`config.mk`:
```
export PLATFORM = sky130hd
export DESIGN_NAME = npu_loop_fsm
export DESIGN_NICKNAME = d
export VERILOG_FILES = /design/src/rtl/npu_ctrl_pkg.sv /design/src/rtl/npu_loop_fsm_loop_cnt.sv /design/src/rtl/npu_loop_fsm.sv
export SDC_FILE = /design/constraint.sdc
export NUM_CORES = 1
export LEC_CHECK = 0
export BUFFER_PORTS_ARGS = -buffer_cell sky130_fd_sc_hd__buf_2
export CAP_MARGIN = 20
export CELL_PAD_IN_SITES_DETAIL_PLACEMENT = 2
export CELL_PAD_IN_SITES_GLOBAL_PLACEMENT = 2
export CORE_MARGIN = 3
export CORE_UTILIZATION = 34
export DETAILED_ROUTE_END_ITERATION = 10
export GPL_TIMING_DRIVEN = 1
export PLACE_DENSITY_LB_ADDON = 0.08
export RECOVER_POWER = 100
export SLEW_MARGIN = 10
export SYNTH_ARGS = -nofsm -noshare
export SYNTH_HDL_FRONTEND = slang
export SYNTH_SLANG_ARGS = --single-unit
```
`constraint.sdc`:
```
create_clock -name ck -period 5.4 [get_ports ck]
set_input_delay 1.62 -clock ck [delete_from_list [all_inputs] [get_ports ck]]
set_output_delay 1.62 -clock ck [all_outputs]
set_load 0.01 [all_outputs]
```
`src/rtl/npu_ctrl_pkg.sv`:
```
// npu_ctrl_pkg: shared types for the NPU loop sequencer.
//   state_t     - sequencer state encoding (3 bits)
//   ctrl_t      - Moore control-output vector
//   ctrl_decode - state -> control outputs
//   *_W_DEF     - default counter widths
package npu_ctrl_pkg;

    localparam int IFM_W_DEF  = 8;
    localparam int OFM_W_DEF  = 8;
    localparam int TILE_W_DEF = 6;
    localparam int PH_W_DEF   = 5;

    typedef enum logic [2:0] {
        IDLE  = 3'd0,
        HMODE = 3'd1,
        VMODE = 3'd2,
        DRAIN = 3'd3,
        WRITE = 3'd4,
        DONE  = 3'd5
    } state_t;

    typedef struct packed {
        logic en_npu;
        logic en_hmode;
        logic en_vmode;
        logic ldh_v_n;
        logic en_p;
        logic wr_pipe;
        logic wr_mem;
        logic busy;
        logic done;
    } ctrl_t;

    function automatic ctrl_t ctrl_decode(input state_t s);
        ctrl_t c;
        c          = '0;
        c.en_npu   = (s == HMODE) || (s == VMODE);
        c.en_hmode = (s == HMODE);
        c.en_vmode = (s == VMODE);
        c.ldh_v_n  = (s == VMODE);
        c.en_p     = (s == DRAIN) || (s == WRITE);
        c.wr_pipe  = c.en_p;
        c.wr_mem   = (s == WRITE);
        c.busy     = (s != IDLE);
        c.done     = (s == DONE);
        return c;
    endfunction

endpackage

```
`src/rtl/npu_loop_fsm_loop_cnt.sv`:
```
// loop_cnt: N-1 encoded loop counter.
//   clr    - synchronous clear (priority over en)
//   en     - advance; wraps to 0 on the cycle cnt == tc_val
//   tc_val - terminal value (iterations minus 1)
//   cnt    - current count
//   tc     - cnt == tc_val
module loop_cnt
    import npu_ctrl_pkg::*;
#(
    parameter int W = 8
) (
    input  logic         ck,
    input  logic         rst,
    input  logic         clr,
    input  logic         en,
    input  logic [W-1:0] tc_val,
    output logic [W-1:0] cnt,
    output logic         tc
);

    logic [W-1:0] cnt_q, cnt_d;

    assign tc  = (cnt_q == tc_val);
    assign cnt = cnt_q;

    always_comb begin
        cnt_d = cnt_q;
        if (clr)
            cnt_d = '0;
        else if (en)
            cnt_d = tc ? '0 : cnt_q + W'(1);
    end

    always_ff @(posedge ck) begin
        if (rst) cnt_q <= '0;
        else     cnt_q <= cnt_d;
    end

endmodule

```
`src/rtl/npu_loop_fsm.sv`:
```
// npu_loop_fsm: NPU job sequencer with internal loop counters.
//   Loop nest outer->inner: tilev, tileh, ofmaps; ifmaps iterate inside
//   each output tile as HMODE/VMODE pairs, followed by DRAIN and WRITE.
//   Inputs : ck, rst (sync, high), start, abort, cfg_* (N-1 encoded counts
//            and phase lengths, latched at start), wr_ready.
//   Outputs: ctrl_* mode enables / write-back request (Moore), busy, done,
//            and the loop indices for the address generators.
module npu_loop_fsm
    import npu_ctrl_pkg::*;
#(
    parameter int IFM_W  = IFM_W_DEF,
    parameter int OFM_W  = OFM_W_DEF,
    parameter int TILE_W = TILE_W_DEF,
    parameter int PH_W   = PH_W_DEF
) (
    input  logic              ck,
    input  logic              rst,
    input  logic              start,
    input  logic              abort,
    input  logic [IFM_W-1:0]  cfg_n_ifmaps,
    input  logic [OFM_W-1:0]  cfg_n_ofmaps,
    input  logic [TILE_W-1:0] cfg_n_tileh,
    input  logic [TILE_W-1:0] cfg_n_tilev,
    input  logic [PH_W-1:0]   cfg_h_len,
    input  logic [PH_W-1:0]   cfg_v_len,
    input  logic [PH_W-1:0]   cfg_res_len,
    input  logic              wr_ready,
    output logic              ctrl_en_npu,
    output logic              ctrl_en_hmode,
    output logic              ctrl_en_vmode,
    output logic              ctrl_ldh_v_n,
    output logic              ctrl_en_p,
    output logic              ctrl_wr_pipe,
    output logic              ctrl_wr_mem,
    output logic              busy,
    output logic              done,
    output logic [IFM_W-1:0]  ifm_idx,
    output logic [OFM_W-1:0]  ofm_idx,
    output logic [TILE_W-1:0] tileh_idx,
    output logic [TILE_W-1:0] tilev_idx
);

    state_t state_q, state_d;
    ctrl_t  ctrl;

    // shadow config, only updated when a job is accepted
    logic [IFM_W-1:0]  n_ifm_q,   n_ifm_d;
    logic [OFM_W-1:0]  n_ofm_q,   n_ofm_d;
    logic [TILE_W-1:0] n_tileh_q, n_tileh_d;
    logic [TILE_W-1:0] n_tilev_q, n_tilev_d;
    logic [PH_W-1:0]   h_len_q,   h_len_d;
    logic [PH_W-1:0]   v_len_q,   v_len_d;
    logic [PH_W-1:0]   res_len_q, res_len_d;

    logic            accept, kill, xfer, cnt_clr, all_tc;
    logic            ph_en, ph_tc, ifm_tc, ofm_tc, tileh_tc, tilev_tc;
    logic [PH_W-1:0] ph_cnt, ph_tc_val;

    assign accept  = (state_q == IDLE) && start && !abort;
    assign kill    = abort && (state_q != IDLE);
    assign xfer    = (state_q == WRITE) && wr_ready;
    // DONE clears so indices read 0 once back in IDLE
    assign cnt_clr = kill || (state_q == IDLE) || (state_q == DONE);
    // final transfer leaves every index parked at its terminal value
    assign all_tc  = ofm_tc && tileh_tc && tilev_tc;

    assign ph_en = (state_q == HMODE) || (state_q == VMODE) || (state_q == DRAIN);

    always_comb begin
        ph_tc_val = res_len_q;
        case (state_q)
            HMODE:   ph_tc_val = h_len_q;
            VMODE:   ph_tc_val = v_len_q;
            default: ph_tc_val = res_len_q;
        endcase
    end

    loop_cnt #(.W(PH_W)) u_ph (
        .ck(ck), .rst(rst), .clr(cnt_clr), .en(ph_en),
        .tc_val(ph_tc_val), .cnt(ph_cnt), .tc(ph_tc)
    );

    loop_cnt #(.W(IFM_W)) u_ifm (
        .ck(ck), .rst(rst), .clr(cnt_clr), .en((state_q == VMODE) && ph_tc),
        .tc_val(n_ifm_q), .cnt(ifm_idx), .tc(ifm_tc)
    );

    loop_cnt #(.W(OFM_W)) u_ofm (
        .ck(ck), .rst(rst), .clr(cnt_clr), .en(xfer && !all_tc),
        .tc_val(n_ofm_q), .cnt(ofm_idx), .tc(ofm_tc)
    );

    loop_cnt #(.W(TILE_W)) u_tileh (
        .ck(ck), .rst(rst), .clr(cnt_clr), .en(xfer && ofm_tc && !all_tc),
        .tc_val(n_tileh_q), .cnt(tileh_idx), .tc(tileh_tc)
    );

    loop_cnt #(.W(TILE_W)) u_tilev (
        .ck(ck), .rst(rst), .clr(cnt_clr), .en(xfer && ofm_tc && tileh_tc && !all_tc),
        .tc_val(n_tilev_q), .cnt(tilev_idx), .tc(tilev_tc)
    );

    always_comb begin
        n_ifm_d   = n_ifm_q;
        n_ofm_d   = n_ofm_q;
        n_tileh_d = n_tileh_q;
        n_tilev_d = n_tilev_q;
        h_len_d   = h_len_q;
        v_len_d   = v_len_q;
        res_len_d = res_len_q;
        if (accept) begin
            n_ifm_d   = cfg_n_ifmaps;
            n_ofm_d   = cfg_n_ofmaps;
            n_tileh_d = cfg_n_tileh;
            n_tilev_d = cfg_n_tilev;
            h_len_d   = cfg_h_len;
            v_len_d   = cfg_v_len;
            res_len_d = cfg_res_len;
        end
    end

    always_comb begin
        state_d = state_q;
        case (state_q)
            IDLE:  if (accept) state_d = HMODE;
            HMODE: if (ph_tc)  state_d = VMODE;
            VMODE: if (ph_tc)  state_d = ifm_tc ? DRAIN : HMODE;
            DRAIN: if (ph_tc)  state_d = WRITE;
            WRITE: if (xfer)   state_d = all_tc ? DONE : HMODE;
            DONE:              state_d = IDLE;
            default:           state_d = IDLE;
        endcase
        if (kill) state_d = IDLE;
    end

    always_ff @(posedge ck) begin
        if (rst) begin
            state_q   <= IDLE;
            n_ifm_q   <= '0;
            n_ofm_q   <= '0;
            n_tileh_q <= '0;
            n_tilev_q <= '0;
            h_len_q   <= '0;
            v_len_q   <= '0;
            res_len_q <= '0;
        end else begin
            state_q   <= state_d;
            n_ifm_q   <= n_ifm_d;
            n_ofm_q   <= n_ofm_d;
            n_tileh_q <= n_tileh_d;
            n_tilev_q <= n_tilev_d;
            h_len_q   <= h_len_d;
            v_len_q   <= v_len_d;
            res_len_q <= res_len_d;
        end
    end

    assign ctrl          = ctrl_decode(state_q);
    assign ctrl_en_npu   = ctrl.en_npu;
    assign ctrl_en_hmode = ctrl.en_hmode;
    assign ctrl_en_vmode = ctrl.en_vmode;
    assign ctrl_ldh_v_n  = ctrl.ldh_v_n;
    assign ctrl_en_p     = ctrl.en_p;
    assign ctrl_wr_pipe  = ctrl.wr_pipe;
    assign ctrl_wr_mem   = ctrl.wr_mem;
    assign busy          = ctrl.busy;
    assign done          = ctrl.done;

endmodule
```
==> results.cfg, run 1 <==
[outcome]
run_status = complete, but fails checks
failed_checks = max-capacitance violations, max-slew violations

[drt]
drt_iter0_markers = 153
routed_wire_length_per_instance_microns = 17.5
drtPass1Iterations = 4
drtAntennaViolNets = 0
avgViaCountPerCell = 5.37
routed-via-count = 3830
routed_wirelength_microns = 12400
remaining_drc_errors = 0

[critical_path]
worst_setup_path_endpoint = u_ofm.cnt[1]
crit_path_cells = clkbuf_1 -> nor2_1 -> o21ai_1 -> inv_1 -> nand2b_1 -> nor2_1
setup.worst_path.start_class = input port
regToRegEndpoint = u_ifm.cnt[2]
setup_slack_of_the_worst_register_to_register_path_ps = 2210
critical-path-slowest-cell = sky130_fd_sc_hd__clkbuf_1
critical_path.reg2reg.startpoint = state_q[1]
worst_r2r_path_depth = 6
worst_path_largest_cell_delay_ps = 1570
cp_arrival_ps = 4380
critical_path_required_ps = 5620
crit_top_cell = sky130_fd_sc_hd__nor2_1
critPathLaunch = rst
worstSetupPathDepth = 6
timing.critical_path.max_delay_family = buffers and inverters
timing_worst_setup_path_type = in -> reg
worstPathBufferInverterCount = 2
critical_path_peak_fanout = 46
timing.critical_path.to_type = register

[clocking]
buffers_inserted_during_post_cts_setup_optimization = 0
cts.sink_count = 79
cts_hold_repair.buffers = 0
root_buffer = sky130_fd_sc_hd__clkbuf_16
ctsResizeCount = 0
cts_htree_levels = 3
cts_inserted_buffers = 9
insertion_delay_ps = 340
path_clk_slew_ps = 60
max-clock-path-buffers = 2
cts_tree = yes

[hold_path]
whs_path_depth = 2
hold_path.class = reg -> reg

[synth]
synth_async_sr_flop_share_pct = 0
synth_area_sq_mm = 0.00407
yosysSeqAreaShare_pct = 38.8
nets_in_the_synthesized_netlist = 557
synthesis.area_per_instance_sq_um = 8.08
postSynthCellCount = 504
synth-seq-cells = 79
flip_flop_cell_with_the_highest_count_after_synthesis = sky130_fd_sc_hd__dfxtp_1
yosys_warnings = 0
number_of_enable_flip_flop_cells_after_synthesis = 0
yosys.cell_types.count = 55

[layout]
final_nets = 620
n_antenna_cell = 0
drive_above_1_share_pct = 11.8
instances_no_fill = 713
area_delta_synth_final_pct = 15.7

[timing]
min_period_over_period_pct = 77.1
setup-tns-final_ps = 0
fmax_mhz = 240
report.final.hold_viol_count = 0
setup_slack_of_the_critical_path_after_layout_ps = 1240
final.setup_skew_ps = 8.15
timing.final.crit_period_ps = 4160
tightestPinTransition_ps = 2230
hold_slack_ps = 463
final_setup_vio_count = 0
rsz0062_at_grt = false
timing.max_slew.rel_slack_pct = -48.9
final_max_slew_viol_count = 47

[pwr]
sequentialPowerShare_pct = 37.5
internal_power_mw = 1.11
power.clock.fraction_pct = 29.7
vdd_ir_drop_max_mv = 0.144
p_per_area_mw_per_mm2 = 386
power.share.switching_pct = 39.3
p_switching_mw = 0.715
power_leakage_nw = 1.73
share_comb_of_total_power_pct = 32.9

[floorplanning]
floorplan.core_area_sq_mm = 0.0116
floorplan.io_pins = 85
row_count = 39
die_width_microns = 115
die_area_sq_mm = 0.0133
start_util_pct = 35.2
die_y_microns = 115

[global_routing]
grt_max_degree = 47
first_pass_grt_wire_length_microns = 20700
grt_antenna_before_repair = 0
via_count_of_the_first_global_routing_pass = 4051
grt_use_total_pct = 19.6
remaining_global_route_overflow = 0

[flow_run]
cap_violations = 1

[placed_design]
finalWeightedCongestion = 0.778
place_worst_setup_slack_ps = 1690
portBuffers = 84
dp_cells = 698
dp_hpwl_microns = 9000
[cell type report]
class                   instances  area (sq um)
well taps                     143           179
clock buffers                  12           236
repair buffers                 87           390
multi-input cells             381          2280
fillers                      1376          6850
clock inverters                 2          10.0
flip-flops and latches         79          1580
inverters                       9          33.8
[worst min-delay path: cells and delay by family, from the launching register on]
family,cells,cell delay (ps)
and+or+nand+nor,1,50
AOI/OAI and AO/OA,1,50
DFF,1,310
[synthesized netlist by cell type (2+ instances only)]
library cell	n	area share [%]
sky130_fd_sc_hd__o211ai_1	8	1.5
sky130_fd_sc_hd__inv_1	9	0.83
sky130_fd_sc_hd__buf_4	4	0.74
sky130_fd_sc_hd__or2_2	2	0.31
sky130_fd_sc_hd__or3b_1	5	1.1
sky130_fd_sc_hd__nor2b_1	3	0.46
sky130_fd_sc_hd__mux2i_1	4	0.98
sky130_fd_sc_hd__a2111oi_0	4	0.86
sky130_fd_sc_hd__a21oi_1	66	8.1
sky130_fd_sc_hd__dfxtp_1	79	39
sky130_fd_sc_hd__buf_1	2	0.18
sky130_fd_sc_hd__or4_1	9	1.7
sky130_fd_sc_hd__buf_2	6	0.74
sky130_fd_sc_hd__buf_6	3	0.83
sky130_fd_sc_hd__nand2b_1	3	0.46
sky130_fd_sc_hd__nor4_1	4	0.61
sky130_fd_sc_hd__nand2_1	103	9.5
sky130_fd_sc_hd__o2111ai_1	2	0.43
sky130_fd_sc_hd__a211oi_1	2	0.37
sky130_fd_sc_hd__and3_1	7	1.1
sky130_fd_sc_hd__nand4_1	8	1.2
sky130_fd_sc_hd__ha_1	5	1.5
sky130_fd_sc_hd__and2_1	9	1.4
sky130_fd_sc_hd__nand3_1	11	1.4
sky130_fd_sc_hd__o21a_1	2	0.37
sky130_fd_sc_hd__nor3_1	5	0.61
sky130_fd_sc_hd__xnor2_1	27	5.8
sky130_fd_sc_hd__clkbuf_1	20	1.8
sky130_fd_sc_hd__o22ai_1	5	0.77
sky130_fd_sc_hd__xor2_1	24	5.2
sky130_fd_sc_hd__nor3b_1	2	0.37
sky130_fd_sc_hd__o21ai_0	4	0.49
sky130_fd_sc_hd__nor2_1	28	2.6
sky130_fd_sc_hd__o31ai_1	8	1.5
[state kept, by name, summed over array words and instances, names as in the netlist]
name	count
n_ifm_q	8
n_ofm_q	8
u_ifm.cnt	8
u_ofm.cnt	8
n_tileh_q	6
n_tilev_q	6
u_tileh.cnt	6
u_tilev.cnt	6
h_len_q	5
res_len_q	5
u_ph.cnt	5
v_len_q	5
state_q	3
[power groups by stage]
stage               sequential [mW]  combinational (mW)  clock (mW)
finish                        0.682               0.598       0.540
CTS                           0.685               0.606       0.557
global route                  0.694               0.667       0.580
global placement              0.695               0.580           0
floorplan                     0.659               0.507           0
detailed placement            0.698               0.602           0
[kinds of logic (layout without fill, tap and decap cells)]
group,after synthesis,in the layout,share of synthesized area [%]
mux,4,4,0.983
buf+inv,44,110,5.16
simple gates,206,206,24.4
compound gates,115,115,18.1
xor+xnor,51,51,11.0
flops,79,79,38.8
fa+ha+maj,5,5,1.54
[how the worst min path moves through the flow]
stage	startpoint	end	slack (ps)
after detailed placement	h_len_q[4]	h_len_q[4]	460
after floorplan	h_len_q[2]	h_len_q[2]	430
after global placement	h_len_q[4]	h_len_q[4]	440
after CTS	h_len_q[4]	h_len_q[4]	470
final	h_len_q[1]	h_len_q[1]	460
after global routing	v_len_q[4]	v_len_q[4]	490
[metal layers]
| layer | wire, microns | up-vias | part of all wire [%] | track usage, % |
|---|---|---|---|---|
| met5 | 0 | - | 0 | 0 |
| met2 | 6090 | 54 | 49 | 33.1 |
| met4 | 198 | 0 | 1.6 | 6.81 |
| met3 | 354 | 13 | 2.8 | 2.87 |
| li1 | - | 1872 | - | - |
| met1 | 5810 | 1891 | 47 | 25.7 |
[metrics by stage]
stage / power, mW / area, sq um / util [%]
after CTS: 1.85 / 4770 / 41.2
after global routing: 1.94 / 4710 / 40.7
final: 1.82 / 4710 / 40.7
after detailed placement: 1.30 / 4520 / 39.1
after floorplan: 1.17 / 4070 / -
after global placement: 1.27 / 4520 / 39.1
[cells in the final DEF, fill, tap and decap left out, drive strengths merged, types with 3 or more instances in the layout]
cell	instances
o211ai	9
o31ai	9
mux2i	4
clkbuf	52
and2	10
nor3	6
nor4	4
ha	5
nand2	103
nor2b	4
dfxtp	79
buf	47
nand2b	3
xnor2	27
nand4	8
nor2	28
inv	9
or4	9
a2111oi	4
or3b	5
o21ai	6
and3	7
a21oi	66
nor3b	3
nand3	11
xor2	24
o22ai	5
(Power assumes the default switching activity.)
==> run 2, diff against run 1 <==
--- a/config.mk
+++ b/config.mk
@@ -10,7 +10,7 @@
 export CELL_PAD_IN_SITES_DETAIL_PLACEMENT = 2
 export CELL_PAD_IN_SITES_GLOBAL_PLACEMENT = 2
 export CORE_MARGIN = 3
-export CORE_UTILIZATION = 34
+export CORE_UTILIZATION = 32
 export DETAILED_ROUTE_END_ITERATION = 10
 export GPL_TIMING_DRIVEN = 1
 export PLACE_DENSITY_LB_ADDON = 0.08
==> constraint.sdc (replaced) <==
create_clock -name ck -period 4.3 [get_ports ck]
set_input_delay 1.29 -clock ck [delete_from_list [all_inputs] [get_ports ck]]
set_output_delay 1.29 -clock ck [all_outputs]
set_load 0.01 [all_outputs]
==> run 2 against run 1 <==
  * The flow still finishes with violations (max-capacitance violations, max-slew violations)
  * Clock skew down 0.50 ps
  * Register-to-register slack got worse by 1200 ps
  * Largest power group unchanged
  * Critical endpoint is now ctrl_en_vmode
  * Sequential cell count did not move
==> results.cfg, run 2 (synthesized netlist as in run 1, its figures left out) <==
[critical_path]
critical_path_peak_fanout = 20
critical_path.reg2reg.startpoint = state_q[2]
regToRegEndpoint = res_len_q[1]
critical-path-slowest-cell = sky130_fd_sc_hd__dfxtp_1
worst_r2r_path_depth = 5
worstPathBufferInverterCount = 2
timing.critical_path.to_type = output port
timing_worst_setup_path_type = reg -> out
setup_slack_of_the_worst_register_to_register_path_ps = 1020
timing.critical_path.max_delay_family = flip-flops
worst_path_largest_cell_delay_ps = 690
critical_path_required_ps = 3010
cp_arrival_ps = 2020
setup.worst_path.start_class = register
crit_path_cells = or3b_1 -> inv_1 -> clkbuf_1

[timing]
timing.final.crit_period_ps = 3310
setup-tns-final_ps = 0
fmax_mhz = 302
setup_slack_of_the_critical_path_after_layout_ps = 989
final_max_slew_viol_count = 58
tightestPinTransition_ps = 2070
rsz0062_at_grt = false
report.final.hold_viol_count = 0
final.setup_skew_ps = 7.65
timing.max_slew.rel_slack_pct = -38.0
final_setup_vio_count = 0
min_period_over_period_pct = 77.0

[clocking]
insertion_delay_ps = 340
max-clock-path-buffers = 2
path_clk_slew_ps = 60
cts_hold_repair.buffers = 0
ctsResizeCount = 0
cts_inserted_buffers = 9
cts_htree_levels = 3
cts_tree = yes
buffers_inserted_during_post_cts_setup_optimization = 0
root_buffer = sky130_fd_sc_hd__clkbuf_16
cts.sink_count = 79

[layout]
mostFrequentLayoutCells = sky130_fd_sc_hd__nand2_1, sky130_fd_sc_hd__dfxtp_1, sky130_fd_sc_hd__a21oi_1
fillers = 1455
final_nets = 620
multi_input_comb_area_sq_mm = 0.00226
area_delta_synth_final_pct = 16.8
drive_above_1_share_pct = 11.7
finalCoreUtilization_pct = 38.9
ff_latch_area_sq_mm = 0.00158
instances_no_fill = 740
n_antenna_cell = 0
layout.cells.most_common = sky130_fd_sc_hd__nand2_1

[hold_path]
worst_hold_path.endpoint = h_len_q[4]
whs_path_depth = 2
hold_path.class = reg -> reg
holdCritStartpoint = h_len_q[4]

[pwr]
fin_total_pwr_mw = 2.31
vdd_ir_drop_max_mv = 0.172
power_leakage_nw = 1.74
p_per_area_mw_per_mm2 = 485

[outcome]
run_status = complete, but fails checks
failed_checks = max-capacitance violations, max-slew violations

[placed_design]
portBuffers = 84
place_worst_setup_slack_ps = 1260
dp_hpwl_microns = 9130
dp_cells = 724
finalWeightedCongestion = 0.725

[global_routing]
first_pass_grt_wire_length_microns = 21000
grt_antenna_before_repair = 0
via_count_of_the_first_global_routing_pass = 4082
grt_use_total_pct = 18.4
remaining_global_route_overflow = 0
grt_max_degree = 46

[floorplanning]
floorplan.io_pins = 85
die_width_microns = 119
row_count = 40
floorplan.core_area_sq_mm = 0.0122
start_util_pct = 33.3
die_y_microns = 119
die_area_sq_mm = 0.0141

[drt]
routed-via-count = 3796
drtAntennaViolNets = 0
avgViaCountPerCell = 5.13
drt_iter0_markers = 160
routed_wirelength_microns = 12700
remaining_drc_errors = 0
drtPass1Iterations = 4
routed_wire_length_per_instance_microns = 17.1

[flow_run]
cap_violations = 2
[run 2: final cells by class]
cell class | instances | share of cell area [%]
inverters | 9 | 0.711
multi-input cells | 381 | 47.6
clock buffers | 16 | 5.71
repair buffers | 87 | 8.26
well taps | 168 | 4.42
flip-flops and latches | 79 | 33.3
[run 2: where the power goes]
group	leakage (nW)	total (mW)	internal, mW	switching, mW
combinational	0.964	0.729	0.216	0.513
sequential	0.641	0.858	0.787	0.0714
clock	0.131	0.721	0.424	0.297
total	1.74	2.31	1.43	0.881
[run 2: through the flow]
step	hold WS (ps)	instance area, sq um
after detailed placement	456	4560
final	464	4750
after CTS	464	4830
after global placement	451	4560
after floorplan	431	4070
after global routing	498	4750
[run 2: layer usage]
metal	global-route usage (%)	vias up	part of all wire (%)
li1	-	1873	-
met1	23.0	1852	46
met2	31.9	59	49
met3	3.92	12	3.6
met4	4.78	0	1.1
met5	0	-	0
[run 2: worst max path at each step]
stage               cells after the start  slack, ps              to       start
floorplan                               7       1770    u_ofm.cnt[0]         rst
global placement                        6       1340  u_tileh.cnt[5]    wr_ready
detailed placement                      6       1260  u_tileh.cnt[4]    wr_ready
CTS                                     3       1000   ctrl_en_vmode  state_q[2]
global route                            5        580    res_len_q[3]  state_q[2]
finish                                  3        990   ctrl_en_vmode  state_q[1]
[run 2: worst register-to-register path, cell delays in order (launching register included)]
cell and delay, ps:
sky130_fd_sc_hd__dfxtp_1 580, sky130_fd_sc_hd__or3_1 510, sky130_fd_sc_hd__nor3b_1 200, sky130_fd_sc_hd__clkbuf_1 1500, sky130_fd_sc_hd__nand2_1 210, sky130_fd_sc_hd__a21oi_1 200
==> run 3, diff against run 2 <==
==> constraint.sdc (replaced) <==
create_clock -name ck -period 3.4 [get_ports ck]
set_input_delay 1.02 -clock ck [delete_from_list [all_inputs] [get_ports ck]]
set_output_delay 1.02 -clock ck [all_outputs]
set_load 0.01 [all_outputs]
==> run 3 against run 2 <==
  * Critical endpoint unchanged
  * Worst hold slack better by 2.3 ps
  * Cell count up 0.14%
  * Largest cell class unchanged
  * The run now ends clean
  * Register-to-register slack worse by 640 ps
==> results.cfg, run 3 (synthesized netlist as in run 1, its figures left out) <==
[outcome]
run_status = finished clean

[clocking]
cts_hold_repair.buffers = 0
cts.sink_count = 79
cts_inserted_buffers = 9
max-clock-path-buffers = 2
ctsResizeCount = 0
root_buffer = sky130_fd_sc_hd__clkbuf_16
cts_htree_levels = 3
path_clk_slew_ps = 60
buffers_inserted_during_post_cts_setup_optimization = 0
insertion_delay_ps = 350
cts_tree = yes

[timing]
hold_slack_ps = 466
final_setup_vio_count = 0
min_period_over_period_pct = 92.0
rsz0062_at_grt = false
fmax_mhz = 320
report.final.hold_viol_count = 0
setup_slack_of_the_critical_path_after_layout_ps = 272
final_max_slew_viol_count = 0
timing.max_slew.rel_slack_pct = 33.7
tightestPinTransition_ps = 994
timing.final.crit_period_ps = 3130
final.setup_skew_ps = 6.55
setup-tns-final_ps = 0

[layout]
drive_above_1_share_pct = 13.4
final_nets = 621
n_antenna_cell = 0
layout.cells.most_common = sky130_fd_sc_hd__nand2_1
mostFrequentLayoutCells = sky130_fd_sc_hd__nand2_1, sky130_fd_sc_hd__dfxtp_1, sky130_fd_sc_hd__a21oi_1
area_delta_synth_final_pct = 18.3
fillers = 1453
finalCoreUtilization_pct = 39.4

[floorplanning]
floorplan.core_area_sq_mm = 0.0122
die_area_sq_mm = 0.0141
die_width_microns = 119
floorplan.io_pins = 85
die_y_microns = 119
start_util_pct = 33.3
row_count = 40

[pwr]
p_switching_mw = 1.16
power.clock.fraction_pct = 33.3
share_comb_of_total_power_pct = 31.1
p_per_area_mw_per_mm2 = 631
vdd_ir_drop_max_mv = 0.270
power_leakage_nw = 1.77
internal_power_mw = 1.88
power.share.switching_pct = 38.2
sequentialPowerShare_pct = 35.6

[global_routing]
grt_use_total_pct = 19.2
grt_antenna_before_repair = 0
grt_max_degree = 44
first_pass_grt_wire_length_microns = 21900
remaining_global_route_overflow = 0
via_count_of_the_first_global_routing_pass = 4224

[drt]
avgViaCountPerCell = 5.15
drtPass1Iterations = 4
routed-via-count = 3813
drtAntennaViolNets = 0
drt_iter0_markers = 183
routed_wirelength_microns = 13000
routed_wire_length_per_instance_microns = 17.5
remaining_drc_errors = 0

[placed_design]
portBuffers = 84
place_worst_setup_slack_ps = 447
finalWeightedCongestion = 0.740
dp_hpwl_microns = 9270

[critical_path]
setup_slack_of_the_worst_register_to_register_path_ps = 380
critPathLaunch = state_q[1]
worst_setup_path_endpoint = ctrl_en_vmode
worst_r2r_path_depth = 6
timing.critical_path.to_type = output port
regToRegEndpoint = u_ifm.cnt[4]
setup.worst_path.start_class = register
cp_arrival_ps = 2110
critical_path_required_ps = 2380
critical_path_peak_fanout = 20
critical_path.reg2reg.startpoint = state_q[1]
timing_worst_setup_path_type = reg -> out

[flow_run]
cap_violations = 0

[hold_path]
hold_path.class = reg -> reg
run 3: critical path, cell delays in order, from the launching register on:
cell                       delay (ps)
sky130_fd_sc_hd__dfxtp_1          710
sky130_fd_sc_hd__or3b_1           610
sky130_fd_sc_hd__inv_1            260
sky130_fd_sc_hd__clkbuf_1         180
run 3: metal layers:
layer,up-vias,global-route usage (%),part of all wire (%)
met5,-,0,0
met4,0,6.37,1.5
met3,13,2.97,2.8
met2,60,33.1,50
met1,1868,24.5,46
li1,1872,-,-
run 3: power groups by stage:
stage | registers [mW] | logic [mW] | clock network [mW]
floorplan | 1.05 | 0.805 | 0
global placement | 1.10 | 0.923 | 0
detailed placement | 1.11 | 0.962 | 0
CTS | 1.09 | 0.971 | 1.04
global route | 1.10 | 1.07 | 1.08
finish | 1.08 | 0.945 | 1.01
run 3: cell type report:
cell class              count  area, sq um  area share [%]
flip-flops and latches     79         1580            32.8
clock inverters             5         56.3            1.17
inverters                   9         33.8           0.701
multi-input cells         381         2280            47.3
repair buffers             88          403            8.36
clock buffers              11          253            5.25
well taps                 168          210            4.36
run 3: metrics by stage:
| stage | instances | power [mW] | area (sq um) |
|---|---|---|---|
| 4_1_cts | 741 | 3.10 | 4880 |
| 2_1_floorplan | 504 | 1.85 | 4070 |
| 3_5_place_dp | 725 | 2.07 | 4570 |
| 6_report | 741 | 3.04 | 4820 |
| 3_3_place_gp | 725 | 2.03 | 4570 |
| 5_1_grt | 741 | 3.25 | 4820 |
run 3: worst min path at each step:
stage | end | cells past startpoint | start
global route | n_ofm_q[2] | 2 | n_ofm_q[2]
finish | h_len_q[4] | 2 | h_len_q[4]
CTS | n_ofm_q[2] | 2 | n_ofm_q[2]
floorplan | h_len_q[2] | 2 | h_len_q[2]
detailed placement | n_ifm_q[1] | 2 | n_ifm_q[1]
global placement | h_len_q[4] | 2 | h_len_q[4]
